===== src/rtl/skor_kontrol.sv =====
// Round state machine, BCD score and lives keeper for the brick game.
// Define SKOR_HIGH_SCORE_EN to build the high-score registers; otherwise hs_* read 0.
module skor_kontrol #(
    parameter int LIVES_INIT   = 3,
    parameter int BRICKS_TOTAL = 40,
    parameter int SERVE_FRAMES = 60
) (
    input  logic       clk,
    input  logic       reset_n,
    input  logic       start,
    input  logic       brick_hit,
    input  logic       ball_miss,
    input  logic       frame_tick,
    output logic [3:0] skor_birler,
    output logic [3:0] skor_onlar,
    output logic [3:0] hs_birler,
    output logic [3:0] hs_onlar,
    output logic [1:0] lives,
    output logic       play_en,
    output logic       ball_reset,
    output logic [2:0] state
);

    typedef enum logic [2:0] {
        S_IDLE  = 3'd0,
        S_SERVE = 3'd1,
        S_PLAY  = 3'd2,
        S_OVER  = 3'd3,
        S_WIN   = 3'd4
    } state_t;

    state_t     r_state;
    logic       r_start_q;
    logic [7:0] r_frame_cnt;
    logic [7:0] r_bricks_left;
    logic [3:0] r_birler;
    logic [3:0] r_onlar;
    logic [1:0] r_lives;
    logic       r_play_en;
    logic       r_ball_reset;

    logic       w_start_rise;
    logic       w_serve_done;
    logic       w_last_brick;
    logic [7:0] w_bcd_next;

    // Two-digit BCD increment that sticks at 99.
    function automatic logic [7:0] bcd_inc(input logic [3:0] tens, input logic [3:0] ones);
        if (tens == 4'd9 && ones == 4'd9)
            return {tens, ones};
        else if (ones == 4'd9)
            return {4'(tens + 4'd1), 4'd0};
        else
            return {tens, 4'(ones + 4'd1)};
    endfunction

    assign w_start_rise = start & ~r_start_q;
    assign w_serve_done = (r_frame_cnt == 8'(SERVE_FRAMES - 1));
    assign w_last_brick = (r_bricks_left == 8'd1);
    assign w_bcd_next   = bcd_inc(r_onlar, r_birler);

    always_ff @(posedge clk or negedge reset_n) begin
        if (!reset_n) begin
            r_state       <= S_IDLE;
            r_start_q     <= 1'b0;
            r_frame_cnt   <= 8'd0;
            r_bricks_left <= 8'd0;
            r_birler      <= 4'd0;
            r_onlar       <= 4'd0;
            r_lives       <= 2'd0;
            r_play_en     <= 1'b0;
            r_ball_reset  <= 1'b0;
        end else begin
            r_start_q <= start;
            case (r_state)
                S_IDLE, S_OVER, S_WIN: begin
                    if (w_start_rise) begin
                        r_birler      <= 4'd0;
                        r_onlar       <= 4'd0;
                        r_lives       <= 2'(LIVES_INIT);
                        r_bricks_left <= 8'(BRICKS_TOTAL);
                        r_frame_cnt   <= 8'd0;
                        r_state       <= S_SERVE;
                        r_ball_reset  <= 1'b1;
                        r_play_en     <= 1'b0;
                    end
                end
                S_SERVE: begin
                    if (frame_tick) begin
                        if (w_serve_done) begin
                            r_frame_cnt  <= 8'd0;
                            r_state      <= S_PLAY;
                            r_play_en    <= 1'b1;
                            r_ball_reset <= 1'b0;
                        end else begin
                            r_frame_cnt <= r_frame_cnt + 8'd1;
                        end
                    end
                end
                S_PLAY: begin
                    if (brick_hit) begin
                        {r_onlar, r_birler} <= w_bcd_next;
                        r_bricks_left       <= r_bricks_left - 8'd1;
                    end
                    // Clearing the last brick takes priority over a simultaneous miss.
                    if (brick_hit && w_last_brick) begin
                        r_state   <= S_WIN;
                        r_play_en <= 1'b0;
                    end else if (ball_miss) begin
                        r_play_en <= 1'b0;
                        if (r_lives == 2'd1) begin
                            r_lives <= 2'd0;
                            r_state <= S_OVER;
                        end else begin
                            r_lives      <= r_lives - 2'd1;
                            r_state      <= S_SERVE;
                            r_frame_cnt  <= 8'd0;
                            r_ball_reset <= 1'b1;
                        end
                    end
                end
                default: begin
                    r_state      <= S_IDLE;
                    r_play_en    <= 1'b0;
                    r_ball_reset <= 1'b0;
                end
            endcase
        end
    end

`ifdef SKOR_HIGH_SCORE_EN
    logic [3:0] r_hs_birler;
    logic [3:0] r_hs_onlar;
    logic       r_was_end;
    logic       w_is_end;

    assign w_is_end = (r_state == S_OVER) || (r_state == S_WIN);

    // Compare on the first cycle spent in OVER/WIN; the score is final by then.
    always_ff @(posedge clk or negedge reset_n) begin
        if (!reset_n) begin
            r_was_end   <= 1'b0;
            r_hs_birler <= 4'd0;
            r_hs_onlar  <= 4'd0;
        end else begin
            r_was_end <= w_is_end;
            if (w_is_end && !r_was_end &&
                ({r_onlar, r_birler} > {r_hs_onlar, r_hs_birler})) begin
                r_hs_onlar  <= r_onlar;
                r_hs_birler <= r_birler;
            end
        end
    end

    assign hs_birler = r_hs_birler;
    assign hs_onlar  = r_hs_onlar;
`else
    assign hs_birler = 4'd0;
    assign hs_onlar  = 4'd0;
`endif

    assign skor_birler = r_birler;
    assign skor_onlar  = r_onlar;
    assign lives       = r_lives;
    assign play_en     = r_play_en;
    assign ball_reset  = r_ball_reset;
    assign state       = r_state;

endmodule


===== config.mk =====
export PLATFORM = sky130hd
export DESIGN_NAME = skor_kontrol
export DESIGN_NICKNAME = d
export VERILOG_FILES = /design/src/rtl/skor_kontrol.sv
export SDC_FILE = /design/constraint.sdc
export NUM_CORES = 1
export LEC_CHECK = 0
export CORE_MARGIN = 8
export CORE_UTILIZATION = 51
export CTS_BUF_LIST = sky130_fd_sc_hd__clkbuf_8
export DETAILED_ROUTE_END_ITERATION = 12
export GPL_TIMING_DRIVEN = 0
export PLACE_DENSITY = 0.82
export RECOVER_POWER = 50
export SLEW_MARGIN = 20
export SYNTH_ARGS = -nofsm -noshare
export SYNTH_HDL_FRONTEND = slang
export SYNTH_SLANG_ARGS = --single-unit

===== constraint.sdc =====
create_clock -name clk -period 5.2 [get_ports clk]
set_clock_uncertainty 0.15 [all_clocks]
set_input_delay 0.78 -clock clk [delete_from_list [all_inputs] [get_ports clk]]
set_output_delay 0.78 -clock clk [all_outputs]
set_load 0.02 [all_outputs]

; After elaboration in Yosys (flattened, before gate mapping)
; Cells that the tools add are included.
[classes]
n_reduce_logical = 13
bitwise = 2
muxes = 42
n_eq_ne = 19
n_addsub = 5
[op_table]
columns = cell, count
row1 = 8-bit 2-to-1 mux, 10
row2 = 8-bit case mux with 3 select lines, 1
row3 = "2-bit != test, second input constant", 9
row4 = 4-bit case mux with 2 select lines, 2
row5 = 8-bit case mux with 2 select lines, 1
row6 = 3-bit 2-to-1 mux, 5
row7 = 4-bit 2-to-1 mux, 3
row8 = 4-bit AND reduction, 3
row9 = 6-bit AND reduction, 2
row10 = 1-bit 2-to-1 mux, 11
row11 = 2-bit 2-to-1 mux, 5
row12 = 3-bit case mux with 3 select lines, 1
row13 = "4-bit by 1-bit adder with 4-bit output, second input constant", 2
row14 = "8-bit by 1-bit adder with 8-bit output, second input constant", 1
row15 = "4-bit == test, second input constant", 2
row16 = "8-bit by 1-bit == test with 1-bit output, second input constant", 1
row17 = "8-bit by 6-bit == test with 1-bit output, second input constant", 1
row18 = "8-bit by 1-bit subtractor with 8-bit output, second input constant", 1
row19 = "3-bit by 2-bit == test with 1-bit output, second input constant", 2
row20 = 1-bit case mux with 3 select lines, 2
row21 = 5-bit AND reduction, 1
row22 = 2-bit case mux with 2 select lines, 1
row23 = "3-bit by 1-bit == test with 1-bit output, second input constant", 1
row24 = "3-bit == test, second input constant", 1
row25 = 11 further kinds, 12
[word_totals]
word_cells = 90
regBits = 32
in_bits = 6

; Longest topological paths before layout
; Gate-level depths: netlist of run 1.
[logic_depth]
ltp_word = 5
depth_mapped = 8
ltp_nobuf = 7

; Worst setup path before layout of run 1
; Ideal clock, no wire load.
[synth_path]
path_type = in2reg
start = input brick_hit
end = register r_ball_reset, in the netlist ball_reset
path_slack_ns = 2.839
t_required_ns = 4.925
arrival_ns = 2.086
setup_time_ns = 0.125
stages = 4
path_cell_list = or4bb_1 o211a_4 o211ai_1 mux2_2
[synth_via]
elab_chain_cells = 3
[synth_rtl]
columns = item, line
row1 = "start, declared", 11  ; input logic brick_hit,
row2 = 1-bit logical AND, 106  ; if (brick_hit && w_last_brick) begin
row3 = 2-bit != test (no source line), n/a
row4 = 6-bit AND reduction (no source line), n/a
row5 = "end signal, assigned", 94  ; r_ball_reset <= 1'b0;
row6 = "end signal, assigned", 118  ; r_ball_reset <= 1'b1;
row7 = "end signal, assigned", 125  ; r_ball_reset <= 1'b0;
row8 = "end, declared", 40  ; logic r_ball_reset;
; Every way passes these cells.
; A chain may end at the register's enable or synchronous reset.

; Worst setup path after layout of run 1
; Ends and elaborated chain as after synthesis.

==> results of run 1 <==
## state kept, by name, summed over array words and instances (netlist names)
register	count
r_bricks_left	8
skor_onlar	4
play_en	1
state	3
ball_reset	1
lives	2
r_start_q	1
skor_birler	4
r_frame_cnt	8
## kinds of logic after synthesis
group,share of synthesized area
xor+xnor,0.0396
flops,0.402
other cells,0.00188
compound gates,0.190
simple gates,0.230
mux,0.0113
buf+inv,0.0748
fa+ha+maj,0.0503
## metal layers
metal  track usage  vias to the layer above
li1              -                      785
met1         0.152                      760
met2         0.231                       36
met3        0.0547                       11
met4        0.0630                        0
met5             0                        -
## per-stage QoR
step                utilization  area, um^2
global placement          0.613        2280
finish                    0.635        2360
CTS                       0.636        2360
global route              0.635        2360
detailed placement        0.611        2270
floorplan                     -        2020
## cell usage in the layout (no fill, tap or decap), types with 10 or more instances in the layout
cell type / Yosys / layout
nand3_1: 12 / 12
clkdlybuf4s50_1: 0 / 12
nand2_1: 19 / 19
inv_1: 8 / 10
dfrtp_1: 32 / 32
nor2_1: 18 / 18
o21ai_0: 21 / 21
buf_4: 10 / 10
## path summary, 6_finish.rpt
kind                                                      to
worst min-delay path              r_frame_cnt[7]$_DFFE_PN0P_
min in group asynchronous         r_frame_cnt[6]$_DFFE_PN0P_
worst max-delay path                  ball_reset$_DFFE_PN0P_
worst max register to register     skor_onlar[2]$_DFFE_PN0P_
worst min register to register    r_frame_cnt[7]$_DFFE_PN0P_
max in group asynchronous       r_bricks_left[7]$_DFFE_PN0P_
## cell type report
cell class	count	share of cell area
buffer	15	0.0503
clock buffer	6	0.0350
clock inverter	2	0.00318
inverter	8	0.0127
multi-input combinational	159	0.452
sequential	32	0.339
tap	48	0.0254
timing repair buffer	20	0.0821
## power groups by stage
stage	clock [uW]	combinational [uW]	sequential [uW]
floorplan	0	310	400
global placement	0	451	381
detailed placement	0	464	384
CTS	199	467	380
global route	209	512	388
finish	194	457	379
==> out/metrics.cfg, run 1 <==
[yosys]
synth_seq_area_share=0.402
yosysTopAreaCellShare=0.402
synth_edf_count=0
syn_area_um2=1990
yosysUniqueCellTypes=57
synthFlopType=dfrtp_1
async_flop_share=1.00
synthMostInstantiatedCell=dfrtp_1
netlist_top_cells_count=dfrtp_1, o21ai_0, nand2_1
synth_top_area_cell=dfrtp_1
ys_ff_latch=32
netlist_top_cells_area=dfrtp_1, o21ai_0, ha_1, buf_4, nand2_1
yosys_warnings=0
syn_inst=207
avgSynthCellArea_um2=9.62

[power]
power_frac_comb=0.443
p_per_area_nw_per_um2=436
seqPwrFrac=0.368
p_sw_uw=403
p_leak_uw=0.00105
clock_power_share=0.189
switching_share=0.391
p_int_uw=627
power_uw=1030
irDropWorstVdd_mv=0.227

[setup_path]
worstSetupPathType=primary input to register
crit_path_cell_trace=clkdlybuf4s50_1 > or4bb_1 > o211a_4 > o211ai_1 > mux2_2
ff2ff_setup_slack_ns=2.97
worstPathRequired_ns=5.22
arrival_ns=2.69
crit_path_start=brick_hit
worstPathMaxFanout=3
ff2ff_path_depth=6
path_delay_family=simple AND/OR/NAND/NOR gates
rr_startpoint=state[1]$_DFFE_PN0P_
path_depth=5
worstSetupEndpointType=register
setup.worst_path.start_class=primary input
cpMaxStageDelayCell=or4bb_1
cpPeakStageDelay_ns=0.55
crit_buf_inv=1

[detailed_routing]
wl_met2_mm=1.95
wl_met1_mm=1.75
avgViaCountPerCell=5.49
drc_errors=0
drt_wl_total_mm=4.01
drtIter0Drc=29
route.vias.total=1592
topRoutingLayerUsed=met4
wl_met3_um=221
wire_per_inst_um=13.8
first_pass_iters=4
ant_nets=0

[sta]
whs_ns=0.342
relSlewSlack=-0.122
rsz0062_at_grt=false
period_share=0.515
timing.setup.tns_ns=0
setup_viol=0
hold_viol_final=0
drv_slew=33
max_freq_mhz=374
fin_crit_ns=2.68
tightestPinTransition_ns=1.68
setup_slack_ns=2.52

[grt]
grt_overflow=0
antenna_found_initial=0
grt_usage=0.139
grt_pass1_wl_mm=7.07
grt_max_degree=33
grt_pass1_vias=1631

[final_layout]
drive_gt1_frac=0.145
fillers=334
nets=255
antenna_cells=0
multi_input_area_um2=1070
final_cell_count_no_fill=290
area_delta_synth_final_pct=18.6
regArea_um2=801

[clock_network]
cts_buffers=5
cts.repair.resized=0
cts_buffer_depth=2
clockRootBuffer=clkbuf_8
clkTransAtPathRegs_ns=0.07
cts_tree=built
clkSinkCount=32
postCtsHoldBufs=0
cts_setup_buffers=0
htreeDepth=2
clock_latency_ns=0.28

[placement]
gp_congestion=0.825
dp_cells=282
port-buffer-count=20
place_hpwl_mm=3.00
pre_cts_ws_ns=2.24

[floorplan]
die_h_um=78.5
coreArea_um2=3720
die_width_um=78.5
io_pins=29
initial_core_util=0.536
die_area_um2=6160
core.rowCount=22

[hold_path]
hold_depth=1
hold_path.class=register to register
worstHoldStart=r_frame_cnt[7]$_DFFE_PN0P_

[outcome]
violations=max-capacitance violations, max-slew violations
status=finished, violations left

[run]
drv_cap=1

Power figures use the tool's default switching activity.
==> run 2, diff against run 1 <==
--- a/config.mk
+++ b/config.mk
@@ -10,7 +10,7 @@
 export CTS_BUF_LIST = sky130_fd_sc_hd__clkbuf_8
 export DETAILED_ROUTE_END_ITERATION = 12
 export GPL_TIMING_DRIVEN = 0
-export PLACE_DENSITY = 0.82
+export PLACE_DENSITY = 0.85
 export RECOVER_POWER = 50
 export SLEW_MARGIN = 20
 export SYNTH_ARGS = -nofsm -noshare
==> constraint.sdc (replaced) <==
create_clock -name clk -period 2.3 [get_ports clk]
set_clock_uncertainty 0.15 [all_clocks]
set_input_delay 0.345 -clock clk [delete_from_list [all_inputs] [get_ports clk]]
set_output_delay 0.345 -clock clk [all_outputs]
set_load 0.02 [all_outputs]
==> out/metrics.cfg, run 2 (synthesis results as in run 1) <==
[floorplan]
io_pins=29  ; unchanged
die_h_um=78.5  ; unchanged
coreArea_um2=3720  ; unchanged
die_area_um2=6160  ; unchanged
die_width_um=78.5  ; unchanged
core.rowCount=22  ; unchanged
initial_core_util=0.536  ; unchanged

[setup_path]
setup.worst_path.start_class=primary input
worstPathMaxFanout=3  ; unchanged
arrival_ns=2.28  ; -0.41 ns
worstSetupPathType=primary input to register
worstSetupEndpointType=register
worstPathRequired_ns=2.32  ; -2.90 ns

[detailed_routing]
wl_met2_mm=1.98  ; +1.7%
wire_per_inst_um=14.1  ; +1.8%
topRoutingLayerUsed=met4
drc_errors=0  ; unchanged
first_pass_iters=4  ; unchanged
wl_met3_um=170  ; -23%
drt_wl_total_mm=4.08  ; +1.8%
route.vias.total=1612  ; +1.3%
avgViaCountPerCell=5.56  ; +1.3%
drtIter0Drc=59  ; +100%
ant_nets=0  ; unchanged
wl_met1_mm=1.85  ; +5.7%

[clock_network]
cts_tree=built
clock_latency_ns=0.29  ; about the same
clkSinkCount=32  ; unchanged
cts_buffer_depth=2  ; unchanged
clockRootBuffer=clkbuf_8
htreeDepth=2  ; unchanged
cts_setup_buffers=0  ; unchanged
clkTransAtPathRegs_ns=0.06  ; about the same
cts_buffers=5  ; unchanged

[run]
drv_cap=0  ; -1

[placement]
gp_congestion=0.810  ; -1.8%
port-buffer-count=20  ; unchanged
placed_area_um2=2270  ; unchanged
dp_cells=282  ; unchanged
place_hpwl_mm=2.92  ; -2.5%
pre_cts_ws_ns=-0.212  ; -2.46 ns

[sta]
fin_crit_ns=2.26
period_share=0.981
setup_slack_ns=0.0446  ; -2.48 ns
rsz0062_at_grt=false
hold_viol_final=0  ; unchanged
timing.setup.tns_ns=0  ; unchanged
relSlewSlack=0.467  ; +0.589
drv_slew=0  ; -100%
setup_viol=0  ; unchanged
tightestPinTransition_ns=0.800  ; -0.884 ns
max_freq_mhz=443

[final_layout]
final_area_um2=2400  ; +1.6%
nets=256  ; +0.39%
fillers=302  ; -9.6%
final_cell_count_no_fill=290  ; unchanged
drive_gt1_frac=0.174  ; +0.0289
layout_commonest_cell=dfrtp_1
area_delta_synth_final_pct=20.6
antenna_cells=0  ; unchanged
layout_common_cells=dfrtp_1, o21ai_0, nand2_1
regArea_um2=801  ; unchanged
multi_input_area_um2=1090  ; +2.0%
top_regs=r_bricks_left: 8 flops, r_frame_cnt: 8 flops

[grt]
grt_pass1_vias=1659  ; +1.7%
grt_usage=0.139  ; +0.000646
antenna_found_initial=0  ; unchanged
grt_overflow=0  ; unchanged
grt_max_degree=33  ; unchanged
grt_pass1_wl_mm=7.09  ; +0.30%

[power]
p_leak_uw=0.00105  ; +0.37%
irDropWorstVdd_mv=0.593  ; +160%
p_per_area_nw_per_um2=991  ; +130%

[hold_path]
hold_path.class=register to register

[outcome]
status=complete, no violations

[run 2: final timing paths]
| check | start | to | slack (ns) | cells past startpoint |
|---|---|---|---|---|
| worst max-delay path | brick_hit | ball_reset$_DFFE_PN0P_ | 0.04 | 5 |
| worst min-delay path | r_frame_cnt[4]$_DFFE_PN0P_ | r_frame_cnt[4]$_DFFE_PN0P_ | 0.35 | 1 |
| worst max register to register | r_bricks_left[1]$_DFFE_PN0P_ | ball_reset$_DFFE_PN0P_ | 0.08 | 6 |
| worst min register to register | r_frame_cnt[4]$_DFFE_PN0P_ | r_frame_cnt[4]$_DFFE_PN0P_ | 0.35 | 1 |
| max in group asynchronous | reset_n | r_bricks_left[5]$_DFFE_PN0P_ | 0.97 | 2 |
| min in group asynchronous | reset_n | r_frame_cnt[7]$_DFFE_PN0P_ | 0.53 | 2 |
[run 2: metal layers]
layer / global-route usage / up-vias
li1: - / 788
met3: 0.0399 / 8
met1: 0.155 / 782
met5: 0 / -
met4: 0.0741 / 0
met2: 0.235 / 34
[run 2: final cells by class]
class | count | share of cell area
multi-input cells | 159 | 0.454
flip-flops and latches | 32 | 0.334
repair buffers | 21 | 0.0855
plain buffers | 15 | 0.0495
clock buffers | 7 | 0.0401
well taps | 48 | 0.0250
inverters | 8 | 0.0125
[run 2: power breakdown]
group / switching (uW) / internal [uW] / leakage [uW]
logic: 574 / 475 / 0.000592
clock network: 199 / 266 / 0.0000503
registers: 147 / 717 / 0.000413
[run 2: worst max-delay path, stage by stage]
cell             delay (ns)
clkdlybuf4s50_1        0.48
or4bb_4                0.55
o211a_4                0.26
o211ai_1               0.27
mux2_2                 0.38
[run 2: per-stage QoR]
stage | utilization | power (uW) | hold WS [ns]
after floorplan | - | 1610 | -0.101
after CTS | 0.640 | 2390 | 0.345
after global routing | 0.646 | 2550 | 0.385
final | 0.646 | 2380 | 0.348
after global placement | 0.613 | 1880 | 0.324
after detailed placement | 0.611 | 1910 | 0.291
[run 2: what timing repair did]
item	CTS	global route
endpoints found under the hold margin	32	0
setup endpoints to repair	0	7
hold buffers	1	0
gates resized for setup	0	6
